===== config.mk =====
export PLATFORM = sky130hd
export DESIGN_NAME = output_buffer_interface
export DESIGN_NICKNAME = d
export VERILOG_FILES = /design/src/rtl/output_buffer_interface_pkg.sv /design/src/rtl/output_buffer_interface.sv
export SDC_FILE = /design/constraint.sdc
export NUM_CORES = 1
export LEC_CHECK = 0
export CAP_MARGIN = 20
export CORE_AREA = 2 2 124 126
export CTS_CLUSTER_DIAMETER = 100
export DETAILED_ROUTE_END_ITERATION = 16
export DIE_AREA = 0 0 126 128
export DONT_BUFFER_PORTS = 1
export PLACE_DENSITY = 0.64
export SKIP_CTS_REPAIR_TIMING = 1
export SYNTH_ARGS = -nofsm -noshare
export SYNTH_HDL_FRONTEND = slang
export SYNTH_SLANG_ARGS = --single-unit

===== constraint.sdc =====
create_clock -name clk_sys -period 2.4 [get_ports clk_sys]
set_input_delay 0.72 -clock clk_sys [delete_from_list [all_inputs] [get_ports clk_sys]]
set_output_delay 0.72 -clock clk_sys [all_outputs]
set_load 0.02 [all_outputs]

===== src/rtl/output_buffer_interface_pkg.sv =====
// Constants shared by the network-process buffer interfaces: FSM state
// encodings, packet descriptor codes and the word-position format check.
package output_buffer_interface_pkg;

  typedef enum logic [1:0] {
    idle_s     = 2'b00,
    rd_req_s   = 2'b01,
    wait_ack_s = 2'b10
  } obi_state_t;

  // Descriptor code carried in bits [133:132] of every packet word.
  typedef enum logic [1:0] {
    desc_head = 2'b01,
    desc_tail = 2'b10,
    desc_body = 2'b11
  } desc_t;

  localparam logic [6:0] last_word_idx = 7'd127;

  // A packet must open with a head word, and a full-length packet must close with a tail.
  function automatic logic desc_error(input logic [6:0] idx, input logic [1:0] desc);
    return ((idx == 7'd0) && (desc != desc_head)) ||
           ((idx == last_word_idx) && (desc != desc_tail));
  endfunction

endpackage


===== src/rtl/output_buffer_interface.sv =====
// Reads a packet, word by word, out of the packet buffer for a bufid handed
// over by the scheduler, forwards it to the transmit path and frees the buffer.
module output_buffer_interface
  import output_buffer_interface_pkg::*;
(
  input  logic         clk_sys,
  input  logic         reset,
  input  logic         i_pkt_bufid_wr,
  input  logic [8:0]   iv_pkt_bufid,
  output logic         o_pkt_bufid_ack,
  output logic         o_pkt_rd,
  output logic [15:0]  ov_pkt_raddr,
  input  logic         i_pkt_rd_ack,
  input  logic [133:0] iv_pkt,
  input  logic         i_tx_fifo_almost_full,
  output logic         o_pkt_wr,
  output logic [133:0] ov_pkt,
  output logic         o_pkt_bufid_release,
  output logic [8:0]   ov_pkt_bufid_release,
  output logic         o_pkt_err,
  output logic [1:0]   ov_output_buf_interface_state
);

  obi_state_t  state;
  logic [8:0]  bufid;
  logic [6:0]  word_idx;
  logic [1:0]  ack_desc;
  logic        ends_pkt;

  assign ack_desc = iv_pkt[133:132];
  // Index 127 always ends the packet; the index never wraps.
  assign ends_pkt = (ack_desc == desc_tail) || (word_idx == last_word_idx);
  assign ov_output_buf_interface_state = state;

  always_ff @(posedge clk_sys) begin
    if (reset) begin
      state                <= idle_s;
      bufid                <= '0;
      word_idx             <= '0;
      o_pkt_bufid_ack      <= 1'b0;
      o_pkt_rd             <= 1'b0;
      ov_pkt_raddr         <= '0;
      o_pkt_wr             <= 1'b0;
      ov_pkt               <= '0;
      o_pkt_bufid_release  <= 1'b0;
      ov_pkt_bufid_release <= '0;
      o_pkt_err            <= 1'b0;
    end else begin
      o_pkt_bufid_ack      <= 1'b0;
      o_pkt_wr             <= 1'b0;
      ov_pkt               <= '0;
      o_pkt_bufid_release  <= 1'b0;
      ov_pkt_bufid_release <= '0;
      o_pkt_err            <= 1'b0;
      case (state)
        idle_s: begin
          if (i_pkt_bufid_wr) begin
            bufid           <= iv_pkt_bufid;
            o_pkt_bufid_ack <= 1'b1;
            ov_pkt_raddr    <= {iv_pkt_bufid, 7'd0};
            word_idx        <= '0;
            state           <= rd_req_s;
          end
        end
        rd_req_s: begin
          if (!i_tx_fifo_almost_full) begin
            o_pkt_rd <= 1'b1;
            state    <= wait_ack_s;
          end
        end
        wait_ack_s: begin
          // Backpressure is only consulted before a request, so an acked word is never lost.
          if (i_pkt_rd_ack && o_pkt_rd) begin
            o_pkt_rd  <= 1'b0;
            o_pkt_wr  <= 1'b1;
            ov_pkt    <= iv_pkt;
            o_pkt_err <= desc_error(word_idx, ack_desc);
            if (ends_pkt) begin
              o_pkt_bufid_release  <= 1'b1;
              ov_pkt_bufid_release <= bufid;
              state                <= idle_s;
            end else begin
              word_idx     <= word_idx + 7'd1;
              ov_pkt_raddr <= ov_pkt_raddr + 16'd1;
              state        <= rd_req_s;
            end
          end
        end
        default: begin
          o_pkt_rd <= 1'b0;
          state    <= idle_s;
        end
      endcase
    end
  end

endmodule


### After elaboration in Yosys (flattened, before gate mapping)

Index checks and enable logic that the tools add are counted.

| cells by class | value |
|---|---|
| bitwise logic cells | 4 |
| shift operators | 0 |
| $add $sub $neg | 2 |
| equality and inequality tests | 10 |
| reductions and logical operators | 16 |
| magnitude comparators | 0 |
| div/mod/pow operators | 0 |
| mux-type cells | 19 |
| multiply operators | 0 |

Operators by type and width:

| cell | count |
|---|---|
| 16-bit two-way mux | 3 |
| 16-bit case mux with 2 select lines | 1 |
| 7-bit two-way mux | 3 |
| 16-bit by 1-bit adder with 16-bit output (second input constant) | 1 |
| 7-bit case mux with 2 select lines | 1 |
| 2-bit != test (second input constant) | 5 |
| 7-bit by 1-bit adder with 7-bit output (second input constant) | 1 |
| 7-bit == test (second input constant) | 1 |
| 7-bit zero test | 1 |
| 1-bit two-way mux | 6 |
| 2-bit two-way mux | 3 |
| 2-bit case mux with 3 select lines | 1 |
| 3-bit AND reduction | 2 |
| 2-bit == test (second input constant) | 2 |
| 1-bit inverter | 4 |
| 4-bit AND reduction | 1 |
| 2-bit OR reduction | 2 |
| 4-bit OR reduction | 1 |
| 1-bit logical AND | 3 |
| 1-bit case mux with 3 select lines | 1 |
| 3-bit OR reduction | 1 |
| 2-bit by 1-bit == test with 1-bit output (second input constant) | 1 |
| 2-bit zero test | 1 |
| 1-bit logical OR | 2 |
| other kinds (3) | 3 |

| storage, ports and cells | value |
|---|---|
| latch bits | 0 |
| input port bits | 148 |
| memories | 0 |
| bits in writable memories | 0 |
| register bits after elaboration | 182 |
| ROM bits | 0 |

### Logic depth before layout (Yosys ltp)

Gate-level depths: netlist of run 1.

| logic depth | value |
|---|---|
| depth in word-level cells | 5 |
| mapped depth | 7 |
| mapped depth without buffers | 6 |

### Worst setup path after synthesis of run 1

Ideal clock, no wire load.

| path | value |
|---|---|
| path kind | in2reg |
| from | in iv_pkt[133] |
| to | reg ov_pkt_raddr[13] |
| required time | 2283 ps |
| stages on the path | 6 |
| data arrival time | 1776 ps |
| setup slack | 507 ps |
| cell sequence | nor2b_1 > o21ba_2 > a21oi_2 > buf_4 > nor2_1 > a32o_1 |

| between the ends | value |
|---|---|
| cells in the longest elaborated chain, start to end | 4 |

RTL lines:

| item | RTL line | source |
|---|---|---|
| from (decl) | output_buffer_interface.sv:14 | `input logic [133:0] iv_pkt,` |
| 2-bit == test | output_buffer_interface.sv:32 | `assign ends_pkt = (ack_desc == desc_tail) \|\| (word_idx == last_word_idx);` |
| 1-bit logical OR | output_buffer_interface.sv:32 |  |
| 2-bit != test (no source line) | - |  |
| 4-bit AND reduction (no source line) | - |  |
| to (signal assigned) | output_buffer_interface.sv:60 | `ov_pkt_raddr <= {iv_pkt_bufid, 7'd0};` |
| to (signal assigned) | output_buffer_interface.sv:84 | `ov_pkt_raddr <= ov_pkt_raddr + 16'd1;` |
| to (decl) | output_buffer_interface.sv:12 | `output logic [15:0] ov_pkt_raddr,` |

Every way passes these cells.
A chain may end at the register's enable or synchronous reset.

### Final worst setup path of run 1

| path | value |
|---|---|
| from | reg state[1], in the netlist ov_output_buf_interface_state[1] |
| to | reg ov_pkt_raddr[5] |

| between the ends | value |
|---|---|
| cells in the longest elaborated chain, start to end | 3 |

RTL lines:

| item | RTL line | source |
|---|---|---|
| from (decl) | output_buffer_interface.sv:24 | `obi_state_t state;` |
| from (signal assigned) | output_buffer_interface.sv:37 | `state <= idle_s;` |
| from (signal assigned) | output_buffer_interface.sv:62 | `state <= rd_req_s;` |
| from (signal assigned) | output_buffer_interface.sv:68 | `state <= wait_ack_s;` |
| 2-bit == test or 2-bit zero test (tied branches) | output_buffer_interface.sv:55 | `case (state)` |
| 2-bit != test (no source line) or 2-bit nonzero test (tied branches) | - |  |
| 4-bit AND reduction (no source line) | - |  |

Several ways; a longest one is shown, not always the timed one.

==> flow_summary.toml, run 1 <==
[cts]
htreeDepth = 4
cts_tree = "yes"
cts_buffer_depth = 2
cts.sinks = 182
insertion_delay_ps = 420
cts_buffers = 17
cts.clk_slew.worst_paths_ps = 70
clockRootBuffer = "clkbuf_16"

[layout]
fill_cells = 1398
area_growth_pct = 13.3
nets = 694
drive_above_1_share_pct = 9.35

[die]
start_util_pct = 38.8
dieHeight_um = 128
die_w_um = 126
dieArea_um2 = 16100
core.rowCount = 45
ios = 314
core_area_um2 = 14900

[hold_path]
min_path_type = "input port to flop"
min_from = "reset"

[yosys]
syn-cell-area_um2 = 5760
synth_top_family_by_area = "simple AND/OR/NAND/NOR gates"
async_flop_share_pct = 0
synth_top_area_share_pct = 63.2
synth_compound_area_share_pct = 8.18
synth.avg_cell_area_um2 = 10.7
synth.area.mux_share_pct = 0.347
netlist_top_cells_area = "dfxtp_1 (63%), and2_1 (16%), nand2_1 (2.5%)"
ys_seq_area_share_pct = 63.2
netlist.top_cell.by_area = "dfxtp_1"
syn_inst = 541
ys_ff_latch = 182
synthFlopType = "dfxtp_1"
synthAdderAreaFrac_pct = 0.651
ys_warn_count = 0
synth-edff-count = 0
synth.most_common_cell = "dfxtp_1"
synth_common_cells = "dfxtp_1 (182), and2_1 (146), nand2_1 (38)"
syn-num-nets = 692
synthSimpleGateAreaFrac_pct = 24.8
ys_types = 51
synth_xor_xnor_area_share_pct = 0.152

[global_route]
grt_max_degree = 81
grt_pass1_wl_um = 21300
gr-total-overflow = 0
antenna_found_initial = 1
track_usage_pct = 17.3
grt_pass1_vias = 3623

[timing]
fin_crit_sh_pct = 84.4
finClkSkew_ps = 7.66
grt_setup_unrepaired = "no"
setup_tns_ps = 0
final.setup.worst_slack_ps = 375
hold_viol = 0
slew_viol_final = 0
max_freq_mhz = 494
setup_viol = 0
fin_hold_ws_ps = 371
tightest_slew_ps = 537
slew-limit-headroom_pct = 64.2
period_minus_slack_ps = 2020

[critical_path]
cp.required_ps = 2730
cp-end-kind = "flop"
criticalPathCategory = "flop to flop"
r2r_cells = 6
path_max_fanout = 11
worstPathArrival_ps = 2360
crit_end = "ov_pkt_raddr[5]$_SDFFE_PP0P_"
setup.worst_path.start = "ov_output_buf_interface_state[1]$_SDFFE_PP0P_"
rr_endpoint = "ov_pkt_raddr[5]$_SDFFE_PP0P_"
rr_startpoint = "ov_output_buf_interface_state[1]$_SDFFE_PP0P_"
cp-start-kind = "flop"
rrSetupSlack_ps = 380

[pwr]
ir_drop_v = 0.000420
fin_total_pwr_mw = 5.93
p_leak_nw = 2.59
power_density_nw_per_um2 = 908

[outcome]
status = "finished, final reports clean"

[detailed_routing]
via_count = 3745
vias_per_cell = 5.03
post-route-drc-count = 0
routed_wirelength_um = 14500
wl_per_cell_um = 19.5
firstDrtPassIters = 4
drt-initial-drc-count = 277
ant_nets = 0

[placement]
hpwl_um = 10700
place_ws_ps = 302
routabilityCongestion = 0.821
port-buffer-count = 0

[flow_run]
drv_cap = 0
-- layout make-up --
cell class,count,area [µm²],share of cell area [%]
antenna,1,2.50,0.0383
timing repair buffer,10,75.1,1.15
clock buffer,19,453,6.93
multi-input combinational,326,1970,30.2
clock inverter,13,130,1.99
tap,188,235,3.60
inverter,6,22.5,0.345
sequential,182,3640,55.8
-- power by group --
group | switching (mW) | total, mW | internal, mW | leakage (nW)
Combinational | 0.0775 | 0.127 | 0.0497 | 0.835
Clock | 1.27 | 2.71 | 1.44 | 0.284
Sequential | 0.0505 | 3.10 | 3.05 | 1.47
-- metal layers --
layer	track usage, %	up-vias	wire length, µm
li1	-	1780	-
met1	20.2	1786	5610
met2	28.9	170	7500
met3	7.05	9	1270
met4	5.82	0	123
met5	0	-	0
-- worst min-delay path by stage --
stage / depth (start not counted) / to
final: 1 / ov_output_buf_interface_state[1]$_SDFFE_PP0P_
after global routing: 1 / ov_pkt_raddr[6]$_SDFFE_PP0P_
after CTS: 1 / word_idx[3]$_SDFFE_PP0P_
after detailed placement: 1 / ov_pkt_bufid_release[6]$_SDFF_PP0_
after global placement: 2 / bufid[6]$_SDFFE_PP0P_
after floorplan: 1 / ov_pkt_bufid_release[0]$_SDFF_PP0_
-- cell usage in the layout, fill, tap and decap left out, drive strengths merged, types with 2 or more instances in the layout --
cell	Yosys	final
a21oi	30	30
clkinvlp	0	2
o21a	2	2
clkbuf	20	19
nor2	18	18
nor3	11	11
dfxtp	182	182
nor2b	2	2
a31oi	3	3
nand4	2	2
o21ai	16	16
nand3	13	13
clkinv	0	3
and2	146	146
a211oi	2	2
mux2i	2	2
ha	3	3
nor3b	2	2
and3	7	7
a311oi	3	3
nand4b	2	2
nand2	38	38
nor4	4	4
inv	6	14
a32o	2	2
a41oi	3	3
buf	7	10
-- cells by family after synthesis --
family	after synthesis
AO/OA/AOI/OAI	72
XOR/XNOR	1
adder cells (fa/ha/maj)	3
buffers and inverters	33
flip-flops	182
multiplexers	2
AND/OR/NAND/NOR	248
-- per-stage QoR --
stage | util [%] | instance area, µm² | cells
after floorplan | - | 5760 | 541
after global placement | 40.0 | 5950 | 712
after detailed placement | 40.0 | 5950 | 712
after CTS | 43.9 | 6530 | 744
after global routing | 43.9 | 6530 | 745
final | 43.9 | 6530 | 745
-- sequential cells by signal (all words and copies together) (netlist names) --
name and flops:
o_pkt_err 1, ov_pkt_raddr 16, bufid 9, ov_pkt 134, o_pkt_bufid_release 1, ov_output_buf_interface_state 2
word_idx 7, o_pkt_wr 1, ov_pkt_bufid_release 9, o_pkt_rd 1, o_pkt_bufid_ack 1
-- critical path: stages (launching register included) --
cell      delay (ps)
dfxtp_1          460
nor2_1           280
and2_1           420
a21o_1           300
buf_4            210
a21oi_1           70
a211oi_1         200
No activity file was read; power rests on OpenSTA's default activity.
==> run 2: changes to the inputs <==
- clock period: 2.4 -> 2.1 ns (I/O delays scaled with it)
==> run 2 against run 1 <==
  * Routed wire length increased by 3.3%
  * Global-route usage rose by 0.29 points
  * Highest routed layer unchanged
  * Non-clock buffer count grew 12
  * Die area unchanged
  * Critical path depth stayed put
  * Clock-buffer cell count did not move
  * Via count is 2.2% higher
  * Clock power up 14%
  * Hold slack worse by 91 ps
  * Clock skew rose by 5.7 ps
  * Power grew 15%
  * Final cell count up 1.5%
==> flow_summary.toml, run 2 (synthesized netlist as in run 1, its figures left out) <==
[cts]
cts_tree = "yes"
cts_buffer_depth = 2
htreeDepth = 4
cts_buffers = 17
insertion_delay_ps = 430
cts.clk_slew.worst_paths_ps = 70
clockRootBuffer = "clkbuf_16"
cts.sinks = 182

[critical_path]
rrSetupSlack_ps = 220
path_max_fanout = 6
worstPathArrival_ps = 2210
criticalPathCategory = "flop to flop"
cp.required_ps = 2430
cp-start-kind = "flop"
cp-end-kind = "flop"

[global_route]
antenna_found_initial = 0
grt_pass1_wl_um = 21500
grt_pass1_vias = 3648
gr-total-overflow = 0
grt_max_degree = 117
track_usage_pct = 17.6

[die]
core_area_um2 = 14900
ios = 314
start_util_pct = 38.8
dieHeight_um = 128
dieArea_um2 = 16100
die_w_um = 126
core.rowCount = 45

[timing]
setup_viol = 0
max_freq_mhz = 531
slew_viol_final = 0
slew-limit-headroom_pct = 69.4
period_minus_slack_ps = 1880
fin_crit_sh_pct = 89.6
grt_setup_unrepaired = "no"
setup_tns_ps = 0
finClkSkew_ps = 13.4
tightest_slew_ps = 459
hold_viol = 0

[pwr]
ir_drop_v = 0.000533
fin_total_pwr_mw = 6.80
p_leak_nw = 2.65
power_density_nw_per_um2 = 1030

[flow_run]
drv_cap = 0

[detailed_routing]
firstDrtPassIters = 4
via_count = 3827
vias_per_cell = 5.06
wl_per_cell_um = 19.8
routed_wirelength_um = 15000
ant_nets = 0
post-route-drc-count = 0
drt-initial-drc-count = 220

[layout]
drive_above_1_share_pct = 11.3
largest_register_ffs = 134
final_core_util_pct = 44.6
largestRegisters = "ov_pkt x134, ov_pkt_raddr x16"
nets = 706
n_antenna_cell = 0
area_growth_pct = 15.1
top_register = "ov_pkt"
final_common_cell = "dfxtp_1"
layout_common_cells = "dfxtp_1 (182), and2_1 (146), nand2_1 (38)"
final_cells = 756

[placement]
dp.cells = 724
port-buffer-count = 0
routabilityCongestion = 0.848
hpwl_um = 11100

[outcome]
status = "finished, final reports clean"

[hold_path]
min_path_type = "input port to flop"
run 2: cell types whose count changed in the layout (fill, tap and decap cells not counted):
cell      delta
inv_6        +1
buf_4       +11
clkinv_8     +1
inv_8        -2
buf_12       +1
diode_2      -1
run 2: layer usage:
layer | global-route usage, % | part of all wire (%)
met1 | 20.5 | 38
met2 | 28.7 | 50
met3 | 7.26 | 9.4
met4 | 7.24 | 1.9
met5 | 0 | 0
run 2: layout make-up:
| type | instances | area (µm²) |
|---|---|---|
| sequential | 182 | 3640 |
| clock buffer | 19 | 453 |
| timing repair buffer | 22 | 178 |
| multi-input combinational | 326 | 1970 |
| tap | 188 | 235 |
| inverter | 6 | 22.5 |
| fill | 1414 | 8230 |
| clock inverter | 13 | 133 |
run 2: final timing paths:
path                                               start                                             to  cells after the start
worst min register to register     bufid[5]$_SDFFE_PP0P_                          bufid[5]$_SDFFE_PP0P_                      2
worst min-delay path                               reset  ov_output_buf_interface_state[1]$_SDFFE_PP0P_                      1
worst max register to register  word_idx[0]$_SDFFE_PP0P_                   ov_pkt_raddr[6]$_SDFFE_PP0P_                      6
worst max-delay path            word_idx[0]$_SDFFE_PP0P_                   ov_pkt_raddr[6]$_SDFFE_PP0P_                      6
run 2: power breakdown:
group	internal (mW)	switching, mW
clock network	1.64	1.45
logic	0.0726	0.107
registers	3.48	0.0478
run 2: stage by stage:
stage / hold WS, ps / setup WS (ps) / cell area, µm²
2_1_floorplan: 430 / 297 / 5760
3_3_place_gp: 434 / 172 / 6050
3_5_place_dp: 436 / 147 / 6050
4_1_cts: 241 / 223 / 6630
5_1_grt: 245 / 85.7 / 6630
6_report: 281 / 218 / 6630
run 2: worst max-delay path: stages (launching register included):
cell and delay, ps:
dfxtp_1 410, ha_1 280, nand4_1 170, o21ba_2 270
a21o_1 260, buf_4 170, a311oi_2 220
